**src/rtl/riscv_decode_queue_pkg.sv**
```systemverilog
// Shared decode definitions: instruction formats, opcodes and the FIFO word.
// RISCV_M_EXT_EN adds the per-entry muldiv flag to decoded_instr_t.
package riscv_decode_queue_pkg;

  typedef enum logic [2:0] {
    NO_TYPE = 3'd0,
    R_TYPE  = 3'd1,
    I_TYPE  = 3'd2,
    S_TYPE  = 3'd3,
    B_TYPE  = 3'd4,
    U_TYPE  = 3'd5,
    J_TYPE  = 3'd6
  } instr_format_t;

  localparam logic [6:0] OP       = 7'b0110011;
  localparam logic [6:0] OP_IMM   = 7'b0010011;
  localparam logic [6:0] LOAD     = 7'b0000011;
  localparam logic [6:0] STORE    = 7'b0100011;
  localparam logic [6:0] BRANCH   = 7'b1100011;
  localparam logic [6:0] JAL      = 7'b1101111;
  localparam logic [6:0] JALR     = 7'b1100111;
  localparam logic [6:0] LUI      = 7'b0110111;
  localparam logic [6:0] AUIPC    = 7'b0010111;
  localparam logic [6:0] SYSTEM   = 7'b1110011;
  localparam logic [6:0] MISC_MEM = 7'b0001111;
  localparam logic [6:0] OP_32    = 7'b0111011;

  localparam logic [6:0] FUNCT7_MULDIV = 7'b0000001;

  // Immediate and PC are XLEN wide, so they live beside this word in the FIFO.
  typedef struct packed {
    logic          noop;
    logic          illegal;
    logic [6:0]    opcode;
    instr_format_t fmt;
    logic [2:0]    funct3;
    logic [6:0]    funct7;
    logic [4:0]    rs1;
    logic [4:0]    rs2;
    logic [4:0]    rd;
`ifdef RISCV_M_EXT_EN
    logic          muldiv;
`endif
  } decoded_instr_t;

  function automatic logic uses_rs1(input instr_format_t f);
    return (f == R_TYPE) || (f == I_TYPE) || (f == S_TYPE) || (f == B_TYPE);
  endfunction

  function automatic logic uses_rs2(input instr_format_t f);
    return (f == R_TYPE) || (f == S_TYPE) || (f == B_TYPE);
  endfunction

  function automatic logic uses_rd(input instr_format_t f);
    return (f == R_TYPE) || (f == I_TYPE) || (f == U_TYPE) || (f == J_TYPE);
  endfunction

endpackage

```
**src/rtl/riscv_decode_comb.sv**
```systemverilog
// Combinational RV32I/RV64I decoder: raw word -> decoded_instr_t plus XLEN immediate.
// RISCV_M_EXT_EN flags M-extension ops and, for XLEN=64, decodes OP-32 as R.
module riscv_decode_comb
  import riscv_decode_queue_pkg::*;
#(
  parameter int XLEN = 32
) (
  input  logic [31:0]      instr,
  input  logic             noop,
  output decoded_instr_t   dec,
  output logic [XLEN-1:0]  imm
);

  instr_format_t      fmt;
  logic signed [31:0] imm32;

  always_comb begin
    fmt = NO_TYPE;
    case (instr[6:0])
      OP:                                  fmt = R_TYPE;
      OP_IMM, LOAD, JALR, SYSTEM, MISC_MEM: fmt = I_TYPE;
      STORE:                               fmt = S_TYPE;
      BRANCH:                              fmt = B_TYPE;
      LUI, AUIPC:                          fmt = U_TYPE;
      JAL:                                 fmt = J_TYPE;
`ifdef RISCV_M_EXT_EN
      OP_32:                               fmt = (XLEN == 64) ? R_TYPE : NO_TYPE;
`endif
      default:                             fmt = NO_TYPE;
    endcase
  end

  // Every format fits a sign-extended 32-bit value; widen once at the end.
  always_comb begin
    imm32 = {{20{instr[31]}}, instr[31:20]};
    case (fmt)
      S_TYPE: imm32 = {{20{instr[31]}}, instr[31:25], instr[11:7]};
      B_TYPE: imm32 = {{20{instr[31]}}, instr[7], instr[30:25], instr[11:8], 1'b0};
      U_TYPE: imm32 = {instr[31:12], 12'h000};
      J_TYPE: imm32 = {{12{instr[31]}}, instr[19:12], instr[20], instr[30:21], 1'b0};
      default: imm32 = {{20{instr[31]}}, instr[31:20]};
    endcase
  end

  assign imm = XLEN'(imm32);

  always_comb begin
    dec         = '0;
    dec.opcode  = instr[6:0];
    dec.fmt     = fmt;
    dec.funct3  = instr[14:12];
    dec.funct7  = instr[31:25];
    dec.rs1     = uses_rs1(fmt) ? instr[19:15] : 5'd0;
    dec.rs2     = uses_rs2(fmt) ? instr[24:20] : 5'd0;
    dec.rd      = uses_rd(fmt)  ? instr[11:7]  : 5'd0;
    dec.noop    = noop | (fmt == NO_TYPE);
    dec.illegal = ~noop & (fmt == NO_TYPE);
`ifdef RISCV_M_EXT_EN
    dec.muldiv  = (fmt == R_TYPE) && (instr[31:25] == FUNCT7_MULDIV);
`endif
  end

endmodule

```
**src/rtl/riscv_decode_queue.sv**
```systemverilog
// Decode stage with a DEPTH-entry valid/ready FIFO between fetch and execute.
// RISCV_M_EXT_EN adds the out_muldiv port.
module riscv_decode_queue
  import riscv_decode_queue_pkg::*;
#(
  parameter int XLEN  = 32,
  parameter int DEPTH = 2
) (
  input  logic             clk,
  input  logic             rst_n,
  input  logic             flush,
  input  logic             in_valid,
  output logic             in_ready,
  input  logic [31:0]      in_instr,
  input  logic [XLEN-1:0]  in_pc,
  input  logic             in_noop,
  output logic             out_valid,
  input  logic             out_ready,
  output logic             out_noop,
  output logic             out_illegal,
  output logic [6:0]       out_opcode,
  output instr_format_t    out_instr_format,
  output logic [2:0]       out_funct3,
  output logic [6:0]       out_funct7,
  output logic [4:0]       out_rs1,
  output logic [4:0]       out_rs2,
  output logic [4:0]       out_rd,
`ifdef RISCV_M_EXT_EN
  output logic             out_muldiv,
`endif
  output logic [XLEN-1:0]  out_imm,
  output logic [XLEN-1:0]  out_pc
);

  localparam int PW = $clog2(DEPTH);
  localparam int CW = PW + 1;

  decoded_instr_t  dec_in;
  logic [XLEN-1:0] imm_in;

  decoded_instr_t  mem     [DEPTH];
  logic [XLEN-1:0] imm_mem [DEPTH];
  logic [XLEN-1:0] pc_mem  [DEPTH];

  logic [PW-1:0] wr_ptr, rd_ptr;
  logic [CW-1:0] count;
  logic          push, pop, clr;

  riscv_decode_comb #(.XLEN(XLEN)) u_dec (
    .instr (in_instr),
    .noop  (in_noop),
    .dec   (dec_in),
    .imm   (imm_in)
  );

  assign in_ready  = (count != CW'(DEPTH));
  assign out_valid = (count != '0);
  assign push      = in_valid & in_ready;
  assign pop       = out_valid & out_ready;
  assign clr       = ~rst_n | flush;

  // Reset and flush share one path; either one drops every queued entry.
  always_ff @(posedge clk) begin
    if (clr) begin
      count  <= '0;
      wr_ptr <= '0;
      rd_ptr <= '0;
    end else begin
      if (push) wr_ptr <= wr_ptr + PW'(1);
      if (pop)  rd_ptr <= rd_ptr + PW'(1);
      case ({push, pop})
        2'b10:   count <= count + CW'(1);
        2'b01:   count <= count - CW'(1);
        default: count <= count;
      endcase
    end
  end

  always_ff @(posedge clk) begin
    if (push && !clr) begin
      mem[wr_ptr]     <= dec_in;
      imm_mem[wr_ptr] <= imm_in;
      pc_mem[wr_ptr]  <= in_pc;
    end
  end

  // Payload is forced to zero while empty; a zero word decodes as NO_TYPE.
  decoded_instr_t  head;
  logic [XLEN-1:0] head_imm, head_pc;

  always_comb begin
    head     = '0;
    head_imm = '0;
    head_pc  = '0;
    if (out_valid) begin
      head     = mem[rd_ptr];
      head_imm = imm_mem[rd_ptr];
      head_pc  = pc_mem[rd_ptr];
    end
  end

  assign out_noop         = head.noop;
  assign out_illegal      = head.illegal;
  assign out_opcode       = head.opcode;
  assign out_instr_format = head.fmt;
  assign out_funct3       = head.funct3;
  assign out_funct7       = head.funct7;
  assign out_rs1          = head.rs1;
  assign out_rs2          = head.rs2;
  assign out_rd           = head.rd;
`ifdef RISCV_M_EXT_EN
  assign out_muldiv       = head.muldiv;
`endif
  assign out_imm          = head_imm;
  assign out_pc           = head_pc;

endmodule

```
**config.mk**
```make
export PLATFORM = sky130hd
export DESIGN_NAME = riscv_decode_queue
export DESIGN_NICKNAME = d
export VERILOG_FILES = /design/src/rtl/riscv_decode_queue_pkg.sv /design/src/rtl/riscv_decode_comb.sv /design/src/rtl/riscv_decode_queue.sv
export SDC_FILE = /design/constraint.sdc
export NUM_CORES = 1
export LEC_CHECK = 0
export ABC_CLOCK_PERIOD_IN_PS = 7900
export BUFFER_PORTS_ARGS = -buffer_cell sky130_fd_sc_hd__buf_2
export CAP_MARGIN = 30
export CORE_ASPECT_RATIO = 1.2
export CORE_MARGIN = 2
export CORE_UTILIZATION = 45
export DETAILED_ROUTE_END_ITERATION = 7
export PLACE_DENSITY = 0.74
export SYNTH_ARGS = -nofsm -noshare
export SYNTH_HDL_FRONTEND = slang
export SYNTH_SLANG_ARGS = --single-unit
export TNS_END_PERCENT = 20
```
**constraint.sdc**
```tcl
create_clock -name clk -period 7.9 [get_ports clk]
set_clock_uncertainty 0.2 [all_clocks]
set_input_delay 0.395 -clock clk [delete_from_list [all_inputs] [get_ports clk]]
set_output_delay 0.395 -clock clk [all_outputs]
set_load 0.01 [all_outputs]
```
## Yosys cells after proc, flatten, opt, wreduce, memory -nomap -nowiden

Memories as Yosys holds them, arrays and structs flattened. A register that Yosys moved wholly into a read port is not among the register bits.
Cells that the tools add are included.

- Reduce and logical (&&, ||, !) cells: 14
- Div/mod/pow operators: 0
- Multipliers: 0
- $lt $le $gt $ge: 0
- Shifts and indexed selects: 0
- Bitwise gates (word level): 7
- Equal/unequal tests: 20
- Multiplexer cells: 17
- Add/sub/neg operators: 4

Operator list:

| operator | count |
|---|---|
| case mux 31 bit (4 select lines) | 1 |
| 2-to-1 mux 32 bit | 2 |
| 2-to-1 mux 37 bit | 1 |
| equality test 7 bit, second input constant | 4 |
| equality test 7 x 6 -> 1 bit, second input constant | 3 |
| case mux 3 bit (6 select lines) | 1 |
| 2-to-1 mux 5 bit | 3 |
| equality test 7 x 5 -> 1 bit, second input constant | 2 |
| equality test 3 bit, second input constant | 3 |
| 2-to-1 mux 1 bit | 8 |
| equality test 7 x 2 -> 1 bit, second input constant | 1 |
| equality test 7 x 4 -> 1 bit, second input constant | 1 |
| logical OR 1 bit | 7 |
| equality test 3 x 2 -> 1 bit, second input constant | 2 |
| OR reduction 5 bit | 1 |
| case mux 2 bit (2 select lines) | 1 |
| nonzero test 2 bit | 2 |
| bitwise AND 1 bit | 3 |
| equality test 3 x 1 -> 1 bit, second input constant | 1 |
| zero test 3 bit | 1 |
| adder 1 bit, second input constant | 2 |
| adder 2 x 1 -> 2 bit, second input constant | 1 |
| equality test 2 x 1 -> 1 bit, second input constant | 1 |
| equality test 2 bit, second input constant | 1 |
| 7 further kinds | 9 |

- Memory bits (read-only): 0
- Logic and storage cells: 68
- Register bits after elaboration: 4
- Bits in latches: 0
- RAM bits: 202
- Memories: 3

Memories:

| memory | words | bits a word | rd ports | clocked after Yosys merged registers in | wr ports | RTL line | text |
|---|---|---|---|---|---|---|---|
| mem | 2 | 37 | 1 | 1 | 1 | riscv_decode_queue.sv:41 | `decoded_instr_t mem [DEPTH];` |
| imm_mem | 2 | 32 | 1 | 1 | 1 | riscv_decode_queue.sv:42 | `logic [XLEN-1:0] imm_mem [DEPTH];` |
| pc_mem | 2 | 32 | 1 | 1 | 1 | riscv_decode_queue.sv:43 | `logic [XLEN-1:0] pc_mem [DEPTH];` |

## Logic depth before layout (Yosys ltp)

- Depth after elaboration: 8
- Depth in mapped cells: 6

## By module

From an unflattened synthesis, not the netlist that was laid out.

- Cells, all modules: 570
- Area, all modules: 8673.3 um^2

Modules (own cells, without submodules):

| module | instances | sequential area each (um^2) | cells an instance | area an instance (um^2) |
|---|---|---|---|---|
| riscv_decode_queue | 1 | 6165.9 | 454 | 7816.2 |
| riscv_decode_comb | 1 | 0.0 | 116 | 857.1 |

## Least setup slack after synthesis

No wires, ideal clock.

- Kind: flip-flop to flip-flop
- Start point: reg count[0]
- End point: mem imm_mem[0][0] (enable)
- Cell stages (with the launch flop): 4
- Setup time: 0.682 ns
- Setup slack: -0.529 ns
- Data required time: 7.018 ns
- Arrival time: 7.548 ns
- Cells stage by stage: dfxtp_1 nand2b_1 nand2_1 nor3_1

- Longest elaborated chain between the ends: 5

Ends and longest elaborated chain:

| what | RTL line | text |
|---|---|---|
| start: declaration | riscv_decode_queue.sv:46 | `logic [CW-1:0] count;` |
| start signal: assignment | riscv_decode_queue.sv:72 | `2'b10: count <= count + CW'(1);` |
| start signal: assignment | riscv_decode_queue.sv:73 | `2'b01: count <= count - CW'(1);` |
| start signal: assignment | riscv_decode_queue.sv:74 | `default: count <= count;` |
| inequality test 2 bit | riscv_decode_queue.sv:56 | `assign in_ready = (count != CW'(DEPTH));` |
| named net in_ready | riscv_decode_queue.sv:13 | `output logic in_ready,` |
| bitwise AND 1 bit | riscv_decode_queue.sv:58 | `assign push = in_valid & in_ready;` |
| logical AND 1 bit | riscv_decode_queue.sv:80 | `if (push && !clr) begin` |
| 2-to-1 mux 1 bit | riscv_decode_queue.sv:80 |  |
| 2-to-1 mux 1 bit (not written as such) | riscv_decode_queue.sv:82 | `imm_mem[wr_ptr] <= imm_in;` |
| end: declaration | riscv_decode_queue.sv:42 |  |

The timed path passes the listed nets, and every way through them passes these cells.

==> flow_summary.toml <==
[power_and_ir_drop]
p_int_mw = 1.82
p_leak_nw = 4.03
p_comb_frac = 0.080
vdd_drop_max_uv = 148
sequentialPowerShare = 0.526
swShare = 0.215
clockPowerShare = 0.394
power.density_nw_per_um2 = 216
p_sw_uw = 498

[worst_setup_path]
cp.required_ns = 7.30
critPathCaptureType = "output pin"
path_class = "reg -> out"
ff2ff_path_depth = 6
startpoint_type = "register"
slowest_stage = "dfxtp_4"
cp_cell_sequence = "buf_4 > buf_16 > mux2i_1 > nor2_1 > buf_2"
cpPeakStageDelay_ns = 0.82
r2r-end = "pc_mem[0][29]"
worstPathMaxFanout = 47
r2r_start = "count[0]"
r2r_slack_ns = 5.13
arrival_ns = 2.58

[floorplanning]
initial_core_util = 0.456
die-area_um2 = 20100
floorplan.rows = 55
core-area_um2 = 18700
die_w_um = 130
die_y_um = 155
io-pin-count = 173

[grt]
grtUsageTotal = 0.182
grt_max_degree = 84
use_met3 = 0.0315
grt-busiest-layer = "met2"
grt_pass1_wl_mm = 28.5
antenna_found_initial = 0
grt_overflow = 0
globalRouteMet2Util = 0.320
grt_pass1_vias = 5700
use_met1 = 0.221

[layout]
seq_area_um2 = 6110
multi_input_area_um2 = 2230
drive_gt1_frac = 0.283
area_growth_pct = 26.3
n_antenna_cell = 0
fillCellCount = 1524
num-nets-final = 851
utilization = 0.576

[yosys]
synth.most_common_cell = "edfxtp_1"
synthesis.area_um2 = 8530
synth_edf_count = 200
postSynthCellCount = 563
syn_avg_cell_area_um2 = 15.1
netlist_top_cells_count = "edfxtp_1, mux2i_1, nor2_1, buf_2, clkbuf_1"
synth_top_cell_area_share = 0.704
ys.flop_type = "edfxtp_1"
yosys.area.top_type = "edfxtp_1"
synth.area.top_cells = "edfxtp_1, mux2i_1, nor2_1"
async_flop_share = 0
yosysSeqAreaShare = 0.716
synth_fp_nets = 634
synth-seq-cells = 205
synth_cell_types = 48
yosys_warnings = 0

[clock_tree]
cts-root-buf = "clkbuf_16"
htree_levels = 1
clkTransAtPathRegs_ns = 0.06
cts_resized = 0
ctsHoldBuffers = 45
cts_sinks = 205
cts_tree = "built"
cts_buffers = 20
cts_setup_buffers = 0
clk_latency_ns = 0.49
clockBufferDepth = 3

[job]
maxCapViolCount = 0

[routing]
vias_per_cell = 5.16
firstDrtPassIters = 4
postRouteAntennaNets = 0
wl_mm = 18.4
drc = 0
via_count = 5421
drt_iter0_drc = 344
wire_per_inst_um = 17.5

[timing]
post-route-period-util = 0.402
worst_pin_slew_ns = 0.912
fin_ws_ns = 4.73
hold_viol = 0
fmax_mhz = 315
slew_headroom = 0.392
rsz0062_at_grt = "false"
drv_slew = 0
finalSetupViolCount = 0
period_minus_slack_ns = 3.17

[placed_design]
gp_congestion = 0.849
portBuffers = 172
dp_hpwl_mm = 12.0
pre_cts_slack_ns = 4.98

[worst_hold_path]
hold_path.class = "in -> reg"
holdPathStages = 2
hp-start = "in_noop"
min_to = "mem[1][35]"

[run_status]
status = "finished clean"
==> critical path: cells and delay by family (launching register included) <==
family | cells | cell delay (ns)
multiplexers | 1 | 0.24
flip-flops | 1 | 0.82
buffers and inverters | 3 | 0.91
AND/OR/NAND/NOR | 1 | 0.08
==> metal layers <==
layer / share of wire / up-vias
met1: 0.41 / 2663
met5: 0 / -
met2: 0.49 / 184
li1: - / 2525
met3: 0.057 / 49
met4: 0.034 / 0
==> per-stage QoR <==
stage	setup TNS (ns)	cell area, um2	total power [mW]	hold slack [ns]	instances
2_1_floorplan	-105.87	8530	1.34	0.272	563
3_3_place_gp	0	9610	1.41	0.290	965
3_5_place_dp	0	9650	1.41	0.306	967
4_1_cts	0	10700	2.35	0.0102	1048
5_1_grt	0	10800	2.41	0.0181	1050
6_report	0	10800	2.32	0.0392	1050
==> kinds of logic (layout without fill, tap and decap cells) <==
group	after synthesis	after routing	share of synthesized area
compound gates	50	50	0.0423
xor+xnor	3	3	0.00308
fa+ha+maj	1	1	0.00147
buf+inv	43	274	0.0242
flops	205	205	0.716
mux	108	108	0.129
simple gates	153	153	0.0845
==> how the worst max path moves through the flow <==
stage,from,endpoint,cells after the start
after floorplan,count[0],imm_mem[0][0],3
after global placement,register,out_imm[23],4
after detailed placement,register,out_funct3[0],4
after CTS,register,out_funct3[0],4
after global routing,register,out_funct7[3],5
final,register,out_funct3[0],5
==> power by group through the flow <==
stage / registers (mW) / logic (mW) / clock network (mW)
finish: 1.22 / 0.187 / 0.914
global route: 1.22 / 0.205 / 0.982
CTS: 1.22 / 0.187 / 0.938
detailed placement: 1.24 / 0.168 / 0
global placement: 1.24 / 0.162 / 0
floorplan: 1.25 / 0.0956 / 0
==> layout by cell type, fill, tap and decap left out, types with 2 or more instances in the layout <==
cell type	instances
o21ai_0	4
a21o_1	12
dfxtp_1	4
mux2_4	3
and2_1	9
a211oi_1	5
clkbuf_16	21
nand2b_1	4
a22o_1	4
edfxtp_1	200
or2_1	2
a31o_1	2
nand2_1	9
a21oi_1	10
nor2_1	104
xor2_1	2
inv_1	11
nor3_2	2
clkbuf_1	6
clkinvlp_4	4
mux2i_1	105
buf_12	2
buf_4	7
buf_2	172
or3_1	3
dlygate4sd3_1	45
nand3_1	2
and3b_1	2
nor2b_1	7
clkinv_2	3
==> sequential cells by signal, summed over array words and instances (netlist names), named ones only <==
name,cells
count,2
imm_mem,62
mem,74
pc_mem,64
rd_ptr,1
wr_ptr,1
==> final cells by class <==
class | instances | share of cell area
clock buffers | 28 | 0.0521
repair buffers | 227 | 0.133
multi-input cells | 315 | 0.207
flip-flops and latches | 205 | 0.567
well taps | 256 | 0.0297
clock inverters | 8 | 0.00697
inverters | 11 | 0.00383
Power figures use the tool's default switching activity.
